$ cat src/rtl/conv_pkg.sv
// Shared types and constants for the streaming 3x3 convolution engine.
// Holds the FSM state enum, kernel tap indices and the result-width rule.
package conv_pkg;

    typedef enum logic [1:0] {
        IDLE,
        STREAM,
        DRAIN
    } state_t;

    localparam int K_CENTRE = 4;
    localparam int K_TAPS   = 9;

    // Nine products of DATA_W+COEF_W bits need four guard bits to never overflow.
    function automatic int acc_width(input int data_w, input int coef_w);
        return data_w + coef_w + 4;
    endfunction

endpackage

$ cat src/rtl/line_buffer.sv
// Single-row pixel delay: read-before-write RAM indexed by the input column.
// Contents are never cleared; out-of-image taps are masked by the caller.
module line_buffer #(
    parameter int DATA_W = 8,
    parameter int DEPTH  = 16,
    parameter int AW     = $clog2(DEPTH)
) (
    input  logic              clk,
    input  logic              en,
    input  logic [AW-1:0]     addr,
    input  logic [DATA_W-1:0] din,
    output logic [DATA_W-1:0] dout
);

    logic [DATA_W-1:0] mem [DEPTH];

    always_ff @(posedge clk) begin
        if (en) begin
            mem[addr] <= din;
        end
    end

    assign dout = mem[addr];

endmodule

$ cat src/rtl/conv3x3_stream.sv
// Streaming 3x3 "same" convolution with zero padding and runtime kernel.
// Define CONV_RELU_EN to clamp results at zero; otherwise the raw signed sum is emitted.
//
// state  | meaning
// IDLE   | waiting for first pixel; kernel writable; width latched on accept
// STREAM | accepting frame pixels until in_last
// DRAIN  | injecting zero pixels until the frame's last result is taken
module conv3x3_stream
    import conv_pkg::*;
#(
    parameter int DATA_W    = 8,
    parameter int COEF_W    = 8,
    parameter int IMG_W_MAX = 16,
    parameter int ACC_W     = acc_width(DATA_W, COEF_W)
) (
    input  logic                           clk,
    input  logic                           rst,
    input  logic [$clog2(IMG_W_MAX+1)-1:0] cfg_width,
    input  logic                           coef_we,
    input  logic [3:0]                     coef_addr,
    input  logic [COEF_W-1:0]              coef_data,
    input  logic                           in_valid,
    output logic                           in_ready,
    input  logic [DATA_W-1:0]              in_data,
    input  logic                           in_last,
    output logic                           out_valid,
    input  logic                           out_ready,
    output logic [ACC_W-1:0]               out_data,
    output logic                           out_last,
    output logic                           busy,
    output logic                           err
);

    localparam int CW_W = $clog2(IMG_W_MAX + 1);
    localparam int AW   = $clog2(IMG_W_MAX);
    localparam logic [CW_W-1:0] W_MIN = CW_W'(2);
    localparam logic [CW_W-1:0] W_MAX = CW_W'(IMG_W_MAX);

    state_t state, state_nxt;
    logic [CW_W-1:0] w_q, w_cfg, w_cur, in_c, out_c;
    logic [1:0] row_cnt, drain_rows;
    logic drain_done, out_first_row;
    logic out_free, accept, inject, step, col_wrap, out_wrap, emit, final_px, frame_done;
    logic signed [COEF_W-1:0] kernel [K_TAPS];
    logic [DATA_W-1:0] win [2][3];
    logic [DATA_W-1:0] col_new [3];
    logic [DATA_W-1:0] tap [K_TAPS];
    logic [DATA_W-1:0] px_cur, lb1_q, lb2_q;
    logic signed [ACC_W-1:0] sum, res;

    always_comb begin
        w_cfg = cfg_width;
        if (cfg_width < W_MIN) w_cfg = W_MIN;
        else if (cfg_width > W_MAX) w_cfg = W_MAX;
    end

    assign w_cur      = (state == IDLE) ? w_cfg : w_q;
    assign out_free   = !out_valid || out_ready;
    assign accept     = in_valid && in_ready;
    assign inject     = (state == DRAIN) && out_free && !drain_done;
    assign step       = accept || inject;
    assign col_wrap   = (in_c == w_cur - CW_W'(1));
    assign out_wrap   = (out_c == w_cur - CW_W'(1));
    // Result (r,c) is complete once pixel (r+1,c+1) arrives, i.e. W+1 pixels later.
    assign emit       = (row_cnt == 2'd2) || (row_cnt == 2'd1 && in_c != '0);
    assign final_px   = inject && (drain_rows == 2'd2) && (in_c == '0);
    assign frame_done = (state == DRAIN) && out_valid && out_ready && out_last;
    assign px_cur     = (state == DRAIN) ? '0 : in_data;

    always_ff @(posedge clk) begin
        if (rst) state <= IDLE;
        else     state <= state_nxt;
    end

    always_comb begin
        state_nxt = state;
        case (state)
            IDLE:    if (accept) state_nxt = in_last ? DRAIN : STREAM;
            STREAM:  if (accept && in_last) state_nxt = DRAIN;
            DRAIN:   if (frame_done) state_nxt = IDLE;
            default: state_nxt = IDLE;
        endcase
    end

    always_comb begin
        in_ready = !rst && (state == IDLE || state == STREAM) && out_free;
        busy     = (state != IDLE);
    end

    line_buffer #(.DATA_W(DATA_W), .DEPTH(IMG_W_MAX)) u_lb1 (
        .clk(clk), .en(step), .addr(in_c[AW-1:0]), .din(px_cur), .dout(lb1_q)
    );

    line_buffer #(.DATA_W(DATA_W), .DEPTH(IMG_W_MAX)) u_lb2 (
        .clk(clk), .en(step), .addr(in_c[AW-1:0]), .din(lb1_q), .dout(lb2_q)
    );

    always_comb begin
        col_new[0] = lb2_q;
        col_new[1] = lb1_q;
        col_new[2] = px_cur;
    end

    // Window taps in kernel order; taps outside the image are forced to zero.
    always_comb begin
        for (int i = 0; i < 3; i++) begin
            for (int j = 0; j < 3; j++) begin
                tap[i*3+j] = (j == 2) ? col_new[i] : win[j][i];
                if ((i == 0 && out_first_row) || (j == 0 && out_c == '0) || (j == 2 && out_wrap))
                    tap[i*3+j] = '0;
            end
        end
    end

    always_comb begin
        sum = '0;
        for (int t = 0; t < K_TAPS; t++) begin
            sum = sum + ACC_W'($signed({1'b0, tap[t]})) * ACC_W'(kernel[t]);
        end
`ifdef CONV_RELU_EN
        res = sum[ACC_W-1] ? '0 : sum;
`else
        res = sum;
`endif
    end

    always_ff @(posedge clk) begin
        if (rst) begin
            for (int t = 0; t < K_TAPS; t++) begin
                if (t == K_CENTRE) kernel[t] <= COEF_W'(1);
                else               kernel[t] <= '0;
            end
        end else if (coef_we && state == IDLE && coef_addr < 4'(K_TAPS)) begin
            kernel[coef_addr] <= coef_data;
        end
    end

    always_ff @(posedge clk) begin
        if (rst) begin
            w_q           <= W_MIN;
            in_c          <= '0;
            out_c         <= '0;
            row_cnt       <= '0;
            drain_rows    <= '0;
            drain_done    <= 1'b0;
            out_first_row <= 1'b1;
            err           <= 1'b0;
            out_valid     <= 1'b0;
            out_data      <= '0;
            out_last      <= 1'b0;
            for (int j = 0; j < 2; j++)
                for (int i = 0; i < 3; i++)
                    win[j][i] <= '0;
        end else begin
            if (state == IDLE && accept) w_q <= w_cfg;
            if (accept && in_last && !col_wrap) err <= 1'b1;
            if (step) begin
                in_c <= col_wrap ? '0 : in_c + CW_W'(1);
                if (col_wrap && row_cnt != 2'd2) row_cnt <= row_cnt + 2'd1;
                if (accept && in_last) drain_rows <= {1'b0, col_wrap};
                else if (inject && col_wrap) drain_rows <= drain_rows + 2'd1;
                if (final_px) drain_done <= 1'b1;
                win[0]    <= win[1];
                win[1]    <= col_new;
                out_valid <= emit;
                out_data  <= res;
                out_last  <= final_px;
                if (emit) begin
                    out_c <= out_wrap ? '0 : out_c + CW_W'(1);
                    if (out_wrap) out_first_row <= 1'b0;
                end
            end else if (out_ready) begin
                out_valid <= 1'b0;
            end
            if (frame_done) begin
                in_c          <= '0;
                out_c         <= '0;
                row_cnt       <= '0;
                drain_rows    <= '0;
                drain_done    <= 1'b0;
                out_first_row <= 1'b1;
            end
        end
    end

endmodule

$ cat config.mk
export PLATFORM = sky130hd
export DESIGN_NAME = conv3x3_stream
export DESIGN_NICKNAME = d
export VERILOG_FILES = /design/src/rtl/conv_pkg.sv /design/src/rtl/line_buffer.sv /design/src/rtl/conv3x3_stream.sv
export SDC_FILE = /design/constraint.sdc
export NUM_CORES = 2
export LEC_CHECK = 0
export CAP_MARGIN = 20
export CORE_AREA = 2 2 364 366
export CTS_CLUSTER_DIAMETER = 120
export DETAILED_ROUTE_END_ITERATION = 10
export DIE_AREA = 0 0 366 368
export DONT_BUFFER_PORTS = 1
export PLACE_DENSITY = 0.41
export SLEW_MARGIN = 20
export SYNTH_ARGS = -nofsm -noshare
export SYNTH_HDL_FRONTEND = slang
export SYNTH_HIERARCHICAL = 1
export SYNTH_SLANG_ARGS = --single-unit
$ cat constraint.sdc
create_clock -name clk -period 15.1 [get_ports clk]
set_input_delay 3.02 -clock clk [delete_from_list [all_inputs] [get_ports clk]]
set_output_delay 3.02 -clock clk [all_outputs]
set_load 0.02 [all_outputs]
==> flow_summary.yaml <==
outcome:
  outcome: "complete, no violations"
cts:
  insertion_delay_ns: 0.67
  htreeDepth: 2
  cts_buffer_depth: 3
  cts_buffers: 55
  holdBufCountCts: 0
  cts.sinks: 422
  ctsResizeCount: 0
  cts_tree: "yes"
  clockRootBuffer: "clkbuf_16"
  path_clk_slew_ns: 0.06
  post-cts-setup-buffer-count: 0
synthesis:
  synthesis.area_um2: 39100
  synth-main-ff-cell: "edfxtp_1"
  synth_cell_types: 72
  ys_async_sr_fraction_pct: 0
  syn_inst: 3385
  synth_warnings: 6
  synth_area_per_cell_um2: 11.5
  synth_nets: 4286
  synth_edf_count: 376
  postSynthRegisterBits: 422
  seq_area_frac_synth_pct: 31.2
sta:
  fin_skew_ns: 0.0422
  rsz0062_at_grt: "no"
  setup_viol: 0
  max_freq_ghz: 0.0777
  finalCriticalPeriod_ns: 12.88
  worst_pin_slew_ns: 1.06
  fin_tns_setup_ns: 0
  hold_viol: 0
  fin_crit_sh_pct: 85.3
  maxSlewHeadroom_pct: 28.8
  slew_viol_final: 0
die:
  die_area_um2: 135000
  die_h_um: 368
  core_area_um2: 131000
  num_io_pins: 56
  initial_core_util_pct: 29.9
  die_x_um: 366
  rows: 133
final_layout:
  multi_input_area_um2: 23600
  layout_common_cells: "inv_1 (754), fa_1 (569), edfxtp_1 (376), ha_1 (301), and2_1 (230)"
  layout.nets: 4273
  num-fill-cells: 13400
  regArea_um2: 12200
  final_layout_size_suffix_gt1_share_pct: 6.70
  final_common_cell: "inv_1"
  syn_to_final_growth_pct: 9.80
drt:
  drcViolationCount: 0
  wl_per_cell_um: 22.5
  ant_nets: 0
  route.vias.total: 24100
  first_pass_iters: 7
  vias_per_cell: 4.65
  drt_iter0_markers: 1489
  wl_mm: 117
worst_setup_path:
  ff2ff_setup_slack_ns: 3.91
  cp_common_cell: "fa_1"
  r2r_cells: 32
  critPathRequiredTime_ns: 15.67
  r2r_start: "state[1]"
  cp_slowest_cell: "fa_1"
  end_kind: "register"
  crit_type: "primary input to register"
  worstSetupStartpointType: "primary input"
  arrival_ns: 13.45
  critPathMaxStageDelay_ns: 0.60
  worstPathMaxFanout: 70
  r2r-end: "out_data[16]"
global_route:
  grt_pass1_vias: 25700
  grt_usage_pct: 17.6
  grt_pass1_wl_mm: 175
  grt_max_degree: 79
  antenna_found_initial: 10
  overflow: 0
hold_path:
  hp-class: "register to register"
  min_to: "drain_done"
  min_path_cells: 2
  hold_path_startpoint: "drain_done"
run:
  maxCapViolCount: 0
placed_design:
  gp_congestion: 0.847
  dp_hpwl_mm: 92.1
  portBuffers: 0
[routing by layer]
| metal | share of wire (%) | global-route usage [%] | up-vias |
|---|---|---|---|
| met2 | 48 | 29.1 | 413 |
| li1 | - | - | 11000 |
| met4 | 2.2 | 4.25 | 0 |
| met1 | 46 | 24.6 | 12600 |
| met5 | 0 | 0 | - |
| met3 | 4.1 | 2.21 | 117 |
[worst max path at each step]
stage	startpoint	endpoint	slack (ns)
finish	cfg_width[3]	out_data[16]	2.22
global route	cfg_width[3]	out_data[19]	1.62
CTS	cfg_width[3]	out_data[16]	2.24
detailed placement	cfg_width[3]	out_data[16]	1.52
global placement	cfg_width[4]	out_data[19]	1.62
floorplan	cfg_width[4]	out_data[19]	2.82
[per-stage QoR]
step	instance area [um2]	setup WS [ns]	hold WS [ns]	std cells	utilization (%)
floorplan	39100	2.82	0.435	3385	-
global placement	41200	1.62	0.447	5070	31.5
detailed placement	41200	1.52	0.451	5070	31.5
CTS	42900	2.24	0.462	5172	32.8
global route	42900	1.62	0.487	5174	32.8
finish	42900	2.22	0.462	5177	32.8
[cell usage after synthesis (28+ instances only)]
| master | number | area share [%] |
|---|---|---|
| inv_1 | 755 | 7.2 |
| fa_1 | 569 | 29 |
| edfxtp_1 | 376 | 29 |
| ha_1 | 301 | 9.6 |
| and2_1 | 230 | 3.7 |
| nand2_1 | 166 | 1.6 |
| and3_1 | 156 | 2.5 |
| nand3_1 | 101 | 1.3 |
| clkbuf_1 | 81 | 0.78 |
| nor2_1 | 77 | 0.74 |
| mux4_2 | 64 | 3.7 |
| dfxtp_1 | 46 | 2.4 |
| and4_1 | 42 | 0.94 |
| a21oi_1 | 40 | 0.51 |
| a22oi_1 | 33 | 0.63 |
| nand2b_1 | 31 | 0.50 |
| nor2b_1 | 29 | 0.46 |
| nor3_1 | 28 | 0.36 |
[sequential cells by signal (all words and copies together), names as in the netlist, 2 cells and up]
| register | flops |
|---|---|
| u_lb2/mem | 128 |
| in_c | 5 |
| row_cnt | 2 |
| win | 48 |
| w_q | 5 |
| out_data | 20 |
| drain_rows | 2 |
| state | 2 |
| kernel | 72 |
| u_lb1/mem | 128 |
| out_c | 5 |
[cell families (layout without fill, tap and decap cells)]
| logic type | count (synthesis) | after routing | synth area share (%) |
|---|---|---|---|
| compound gates | 186 | 186 | 3.32 |
| other cells | 0 | 5 | 0 |
| flops | 422 | 422 | 31.2 |
| fa+ha+maj | 870 | 870 | 38.8 |
| buf+inv | 874 | 906 | 8.56 |
| xor+xnor | 31 | 31 | 0.835 |
| simple gates | 933 | 933 | 13.5 |
| mux | 69 | 69 | 3.82 |
[final cells by class]
| cell class | count | share of cell area [%] |
|---|---|---|
| antenna | 5 | 0.0292 |
| clock buffer | 70 | 3.38 |
| clock inverter | 32 | 0.644 |
| inverter | 759 | 6.64 |
| multi-input combinational | 2089 | 54.9 |
| sequential | 422 | 28.5 |
| tap | 1755 | 5.12 |
| timing repair buffer | 45 | 0.816 |
[critical path, delay by kind of cell]
| family | cells | cell delay [ns] |
|---|---|---|
| AO/OA/AOI/OAI | 7 | 1.52 |
| AND/OR/NAND/NOR | 7 | 2.23 |
| adder cells (fa/ha/maj) | 12 | 5.75 |
| buffers and inverters | 5 | 0.86 |
Power is left out: the tool's default activity adds up to more than one toggle a clock period on the data nets, which glitch-free logic cannot reach.
